==> src/rtl/grf_hazard_ctrl_pkg.sv <==
// hazard_pkg: shared types and constants for the GRF hazard controller.
//   TUSE_NONE  : tuse code meaning "operand not read".
//   fwd_sel_e  : D-stage operand source select (GRF / M / E).
//   md_kind_e  : mult vs div selector for the busy counter.
//   slot_t     : one in-flight GRF write {valid, write address, tnew}.
package hazard_pkg;

  localparam logic [1:0] TUSE_NONE = 2'd3;

  typedef enum logic [1:0] {
    FWD_GRF = 2'd0,
    FWD_M   = 2'd1,
    FWD_E   = 2'd2
  } fwd_sel_e;

  typedef enum logic {
    MD_MULT = 1'b0,
    MD_DIV  = 1'b1
  } md_kind_e;

  typedef struct packed {
    logic       v;
    logic [4:0] wa;
    logic [1:0] tnew;
  } slot_t;

  // Tnew as a producer advances one stage; never wraps below zero.
  function automatic logic [1:0] tnew_dec(input logic [1:0] t);
    return (t == 2'd0) ? 2'd0 : t - 2'd1;
  endfunction

endpackage

==> src/rtl/grf_hazard_ctrl_md_busy_counter.sv <==
// md_busy_counter: multi-cycle mult/div busy countdown.
//   clk   : pipeline clock
//   reset : asynchronous active-low clear
//   load  : a mult/div is issuing this cycle
//   div   : with load, 1 = div length, 0 = mult length
//   busy  : countdown nonzero
// The counter keeps running regardless of pipeline stalls.
module md_busy_counter
  import hazard_pkg::*;
#(
  parameter int unsigned MULT_CYCLES = 5,
  parameter int unsigned DIV_CYCLES  = 10,
  parameter int unsigned CNT_W       = 4
) (
  input  logic clk,
  input  logic reset,
  input  logic load,
  input  logic div,
  output logic busy
);

  localparam logic [CNT_W-1:0] MULT_LOAD = CNT_W'(MULT_CYCLES);
  localparam logic [CNT_W-1:0] DIV_LOAD  = CNT_W'(DIV_CYCLES);
  localparam logic [CNT_W-1:0] ONE       = CNT_W'(1);

  logic [CNT_W-1:0] cnt;

  always_ff @(posedge clk or negedge reset) begin
    if (!reset) begin
      cnt <= '0;
    end else if (load) begin
      cnt <= (md_kind_e'(div) == MD_DIV) ? DIV_LOAD : MULT_LOAD;
    end else if (cnt != '0) begin
      cnt <= cnt - ONE;
    end
  end

  assign busy = (cnt != '0);

endmodule

==> src/rtl/grf_hazard_ctrl.sv <==
// grf_hazard_ctrl: GRF hazard controller for the 5-stage MIPS pipeline.
// Tracks in-flight GRF writes in E and M, decides the D-stage stall and
// operand forward selects, and blocks HI/LO access while mult/div runs.
//   clk, reset          : clock, asynchronous active-low reset
//   d_valid             : D holds a real instruction
//   d_rs, d_rt          : source register indices
//   d_tuse_rs/_rt       : cycles until operand is consumed (3 = unused)
//   d_wa, d_tnew        : destination (0 = none) and result latency from E
//   d_md_start, d_md_div: mult/div issue and its kind
//   d_md_use            : mfhi/mflo/mthi/mtlo
//   stall               : freeze PC and F/D, bubble into E
//   fwd_rs_sel/_rt_sel  : 0 = GRF, 1 = from M, 2 = from E
//   md_busy             : mult/div countdown active
module grf_hazard_ctrl
  import hazard_pkg::*;
#(
  parameter int unsigned MULT_CYCLES = 5,
  parameter int unsigned DIV_CYCLES  = 10,
  parameter int unsigned CNT_W       = 4
) (
  input  logic       clk,
  input  logic       reset,
  input  logic       d_valid,
  input  logic [4:0] d_rs,
  input  logic [4:0] d_rt,
  input  logic [1:0] d_tuse_rs,
  input  logic [1:0] d_tuse_rt,
  input  logic [4:0] d_wa,
  input  logic [1:0] d_tnew,
  input  logic       d_md_start,
  input  logic       d_md_div,
  input  logic       d_md_use,
  output logic       stall,
  output logic [1:0] fwd_rs_sel,
  output logic [1:0] fwd_rt_sel,
  output logic       md_busy
);

  slot_t    e_slot;
  slot_t    m_slot;
  logic     issue;
  logic     e_rs, m_rs, e_rt, m_rt;
  logic     stall_rs, stall_rt, stall_md;
  fwd_sel_e rs_sel, rt_sel;

  assign issue = d_valid & ~stall;

  // Slot pipeline: a stall pushes a bubble into E while M still advances,
  // so a pending producer always drains and the stall cannot deadlock.
  always_ff @(posedge clk or negedge reset) begin
    if (!reset) begin
      e_slot <= '0;
      m_slot <= '0;
    end else begin
      m_slot <= '{v: e_slot.v, wa: e_slot.wa, tnew: tnew_dec(e_slot.tnew)};
      e_slot <= '{v: issue & (d_wa != 5'd0), wa: d_wa, tnew: d_tnew};
    end
  end

  md_busy_counter #(
    .MULT_CYCLES(MULT_CYCLES),
    .DIV_CYCLES (DIV_CYCLES),
    .CNT_W      (CNT_W)
  ) u_md_cnt (
    .clk  (clk),
    .reset(reset),
    .load (issue & d_md_start),
    .div  (d_md_div),
    .busy (md_busy)
  );

  always_comb begin
    e_rs = e_slot.v & (e_slot.wa == d_rs) & (d_rs != 5'd0);
    m_rs = m_slot.v & (m_slot.wa == d_rs) & (d_rs != 5'd0);
    e_rt = e_slot.v & (e_slot.wa == d_rt) & (d_rt != 5'd0);
    m_rt = m_slot.v & (m_slot.wa == d_rt) & (d_rt != 5'd0);
  end

  // The E producer is younger than M, so an E hit masks any M hit.
  always_comb begin
    stall_rs = (d_tuse_rs != TUSE_NONE) &
               ((e_rs & (e_slot.tnew > d_tuse_rs)) |
                (~e_rs & m_rs & (m_slot.tnew > d_tuse_rs)));
    stall_rt = (d_tuse_rt != TUSE_NONE) &
               ((e_rt & (e_slot.tnew > d_tuse_rt)) |
                (~e_rt & m_rt & (m_slot.tnew > d_tuse_rt)));
    stall_md = (d_md_start | d_md_use) & md_busy;
    stall    = d_valid & (stall_rs | stall_rt | stall_md);
  end

  always_comb begin
    rs_sel = FWD_GRF;
    rt_sel = FWD_GRF;
    if (e_rs && e_slot.tnew == 2'd0) begin
      rs_sel = FWD_E;
    end else if (!e_rs && m_rs && m_slot.tnew == 2'd0) begin
      rs_sel = FWD_M;
    end
    if (e_rt && e_slot.tnew == 2'd0) begin
      rt_sel = FWD_E;
    end else if (!e_rt && m_rt && m_slot.tnew == 2'd0) begin
      rt_sel = FWD_M;
    end
  end

  assign fwd_rs_sel = rs_sel;
  assign fwd_rt_sel = rt_sel;

endmodule
==> config.mk <==
export PLATFORM = sky130hd
export DESIGN_NAME = grf_hazard_ctrl
export DESIGN_NICKNAME = d
export VERILOG_FILES = /design/src/rtl/grf_hazard_ctrl_pkg.sv /design/src/rtl/grf_hazard_ctrl_md_busy_counter.sv /design/src/rtl/grf_hazard_ctrl.sv
export SDC_FILE = /design/constraint.sdc
export NUM_CORES = 1
export LEC_CHECK = 0
export ABC_AREA = 1
export CORE_MARGIN = 10
export CORE_UTILIZATION = 40
export CTS_BUF_LIST = sky130_fd_sc_hd__clkbuf_4
export DETAILED_ROUTE_END_ITERATION = 8
export MAX_ROUTING_LAYER = met4
export PLACE_DENSITY = 0.75
export SLEW_MARGIN = 40
export SYNTH_ARGS = -nofsm -noshare
export SYNTH_HDL_FRONTEND = slang
export SYNTH_SLANG_ARGS = --single-unit
==> constraint.sdc <==
create_clock -name clk -period 2.2 [get_ports clk]
set_input_delay 0.44 -clock clk [delete_from_list [all_inputs] [get_ports clk]]
set_output_delay 0.44 -clock clk [all_outputs]
set_load 0.02 [all_outputs]
==> results of run 1 <==
-- flip-flops by register name, summed over array words and instances, names as in the netlist --
signal and flops:
e_slot 8, m_slot 8, u_md_cnt.cnt 4
-- per-layer routing --
metal  global-route usage (%)  share of wire [%]  up-vias
met5                        -                  0        -
met4                    4.754                1.9        0
met3                    3.041                4.5        8
met2                    19.58                 47       29
met1                    15.03                 46      654
li1                         -                  -      772
-- worst min-delay path by stage --
stage                      endpoint  slack (ns)
after floorplan           e_slot[0]        0.14
after global placement    m_slot[7]        0.36
after detailed placement  m_slot[7]        0.36
final                     m_slot[7]        0.39
after global routing      m_slot[7]        0.41
after CTS                 m_slot[7]        0.39
-- synth_stat cells, drive strengths merged --
cell type	n
xnor2	2
a21oi	8
xor2	2
nor3	5
inv	43
o21bai	2
nand4	5
o21ai	4
a21boi	1
nor2	23
nand2	77
ha	10
dfrtp	20
nand3	9
-- cells by family after synthesis --
| group | Yosys count | share of synthesized area [%] |
|---|---|---|
| AOI/OAI and AO/OA | 15 | 6.516 |
| DFF | 20 | 34.75 |
| buffers and inverters | 43 | 11.21 |
| adders and majority gates | 10 | 8.688 |
| and+or+nand+nor | 119 | 36.40 |
| xor gates and xnor gates | 4 | 2.433 |
-- what timing repair did --
item	in CTS	in global routing
setup buffers	5	3
pin swaps	12	10
resized for setup	54	15
setup endpoints to repair	6	5
hold buffers	0	0
-- worst max-delay path, delay by kind of cell (launching register included) --
family	cells	cell delay (ns)
AOI/OAI and AO/OA	3	0.41
and+or+nand+nor	3	0.39
buffers and inverters	3	0.31
DFF	1	0.46
-- where the power goes --
part           leakage, uW  switching (uW)  internal (uW)
clock network    0.0000279             123            184
registers         0.000236            32.8            427
logic             0.000908             257            246
-- cells in the final DEF, fill, tap and decap left out, types with 4 or more instances in the layout --
| cell | instances |
|---|---|
| nand2_1 | 72 |
| inv_1 | 35 |
| buf_4 | 30 |
| dfrtp_1 | 17 |
| nor2_1 | 15 |
| dlygate4sd2_1 | 15 |
| clkdlybuf4s50_1 | 12 |
| inv_2 | 8 |
| nand3_1 | 8 |
| nor2_2 | 7 |
| ha_1 | 6 |
| a21oi_2 | 5 |
| nand2_2 | 5 |
| nor3_2 | 4 |
| ha_4 | 4 |
-- layout make-up --
type                    instances  area, um^2  area share (%)
clock buffers                   3       22.52           1.043
clock inverters                 1       30.03           1.391
well taps                      46       57.56           2.667
repair buffers                 60       504.2           23.36
multi-input cells             148       878.3           40.70
flip-flops and latches         20       504.2           23.36
inverters                      43       161.4           7.478
-- metrics by stage --
| stage | TNS [ns] | cells | hold slack, ns | power (uW) |
|---|---|---|---|---|
| finish | -0.1068 | 321 | 0.3863 | 1271 |
| global route | -0.2859 | 321 | 0.4088 | 1370 |
| CTS | -0.09153 | 318 | 0.3899 | 1274 |
| detailed placement | -3.881 | 309 | 0.3614 | 955.7 |
| global placement | -3.798 | 309 | 0.3606 | 940.4 |
| floorplan | 0 | 211 | 0.1444 | 746.0 |
==> flow_summary_export.csv, run 1 <==
group,metric,value,unit
run_status,status,"complete, but fails checks",
run_status,violations,"negative setup slack",
placed_design,place_hpwl,2913,um
timing,rsz0062_at_grt,"yes",
detailed_routing,routedWlPerCell,11.59,um
finish,final_util,63.19,%
die,die-area,6400,um^2
grt,grt_overflow,0,
timing,max_freq,433.5,MHz
timing,setup_viol,1,
die,die_w,80,um
finish,area_growth,49.87,%
detailed_routing,first_iter_violations,67,
worst_hold_path,hp-start,"e_slot[7]",
timing,worstMarginPinSlew,0.2576,ns
placed_design,place_congestion,0.8814,
detailed_routing,drc,0,
detailed_routing,vias,1463,
timing,post-route-worst-setup-slack,-0.1068,ns
power,p_per_area,588.8,nW/um^2
critical_path,r2r-end,"u_md_cnt.cnt[3]",
finish,nNetsFinal,313,
critical_path,crit_start,"e_slot[5]",
yosys,synth_area,1440,um^2
timing,post-route-period-util,104.9,%
critical_path,crit_slowest_cell,"dfrtp_2",
timing,skew,0.002835,ns
die,initial_core_util,42.16,%
timing,slew-limit-headroom,82.83,%
finish,diodes,0,
critical_path,critPathKind,"reg2out",
cts,cts_sinks,20,
power,vdd_drop_max,579.7,uV
detailed_routing,vias_per_cell,4.558,
cts,clkSlewWorstSetupHoldPaths,0.12,ns
grt,grtUsageTotal,12.48,%
cts,worstSkewPairLatency,0.31,ns
critical_path,cp-start-kind,"flip-flop",
worst_hold_path,hp-class,"reg2reg",
yosys,synth_cell_types,22,
detailed_routing,drt_wl_total,3719,um
grt,grt_pass1_wl,6396,um
yosys,synth.ff_latch_count,20,
cts,cts_buffer_depth,2,
die,design.core.area,3416,um^2
die,rows,21,
critical_path,r2r_start,"e_slot[5]",
yosys,syn_nets,248,
grt,grt_pass1_vias,1495,
worst_hold_path,holdPathStages,0,
yosys,synth_area_per_cell,6.825,um^2
cts,cts_tree,"done",
timing,finalMaxSlewViolations,0,
yosys,yosys_warnings,0,
placed_design,dp_slack,-0.8240,ns
yosys,synth_area_leaders,"dfrtp_1 35%, nand2_1 19%, inv_1 10%",
cts,cts_buffers,3,
finish,n_fill_cell,316,
die,die-height,80,um
job,max_cap_viol_count,0,
cts,root_buffer,"clkbuf_4",
die,ioPinCount,33,
cts,cts_max_level,1,
placed_design,post_dp_cell_area,1968,um^2
critical_path,reg2reg_depth,14,
yosys,synthCells,211,
finish,drive_gt1_share,29.09,%
yosys,synth_top_area_share,34.75,%
finish,design_area,2158,um^2
critical_path,cp_data_required_time,1.76,ns
detailed_routing,postRouteAntennaNets,0,
timing,fin_crit,2.307,ns
yosys,ys_seq_area_share,34.75,%
critical_path,crit_top_cell,"buf_6",
critical_path,critPathArrivalTime,1.87,ns
placed_design,portBuffers,32,
critical_path,crit_chain,"buf_6 > a21oi_2 > nand2_1 > nor2_2 > nand4_1 > a21boi_2 > o21ai_2 > inv_1 > buf_6",
power,p_leak,0.001172,uW
grt,grt_start_max_net_pins,21,
critical_path,slowest_delay,0.46,ns
yosys,yosysTopAreaCell,"dfrtp_1",
critical_path,cp-endpoint,"stall",
critical_path,path_max_fanout,4,
grt,antenna_found_initial,0,
critical_path,r2r_setup_slack,0.31,ns
critical_path,crit_path_end_kind,"output port",
timing,hold_viol_final,0,
detailed_routing,first_pass_iters,4,
(Power assumes the default switching activity.)
==> run 2: changes to the inputs <==
--- a/config.mk
+++ b/config.mk
@@ -6,6 +6,7 @@
 export NUM_CORES = 1
 export LEC_CHECK = 0
 export ABC_AREA = 1
+export CAP_MARGIN = 20
 export CORE_MARGIN = 10
 export CORE_UTILIZATION = 40
 export CTS_BUF_LIST = sky130_fd_sc_hd__clkbuf_4
==> results of run 2 <==
No change in the layout: final DEF, timing and power equal those of run 1.
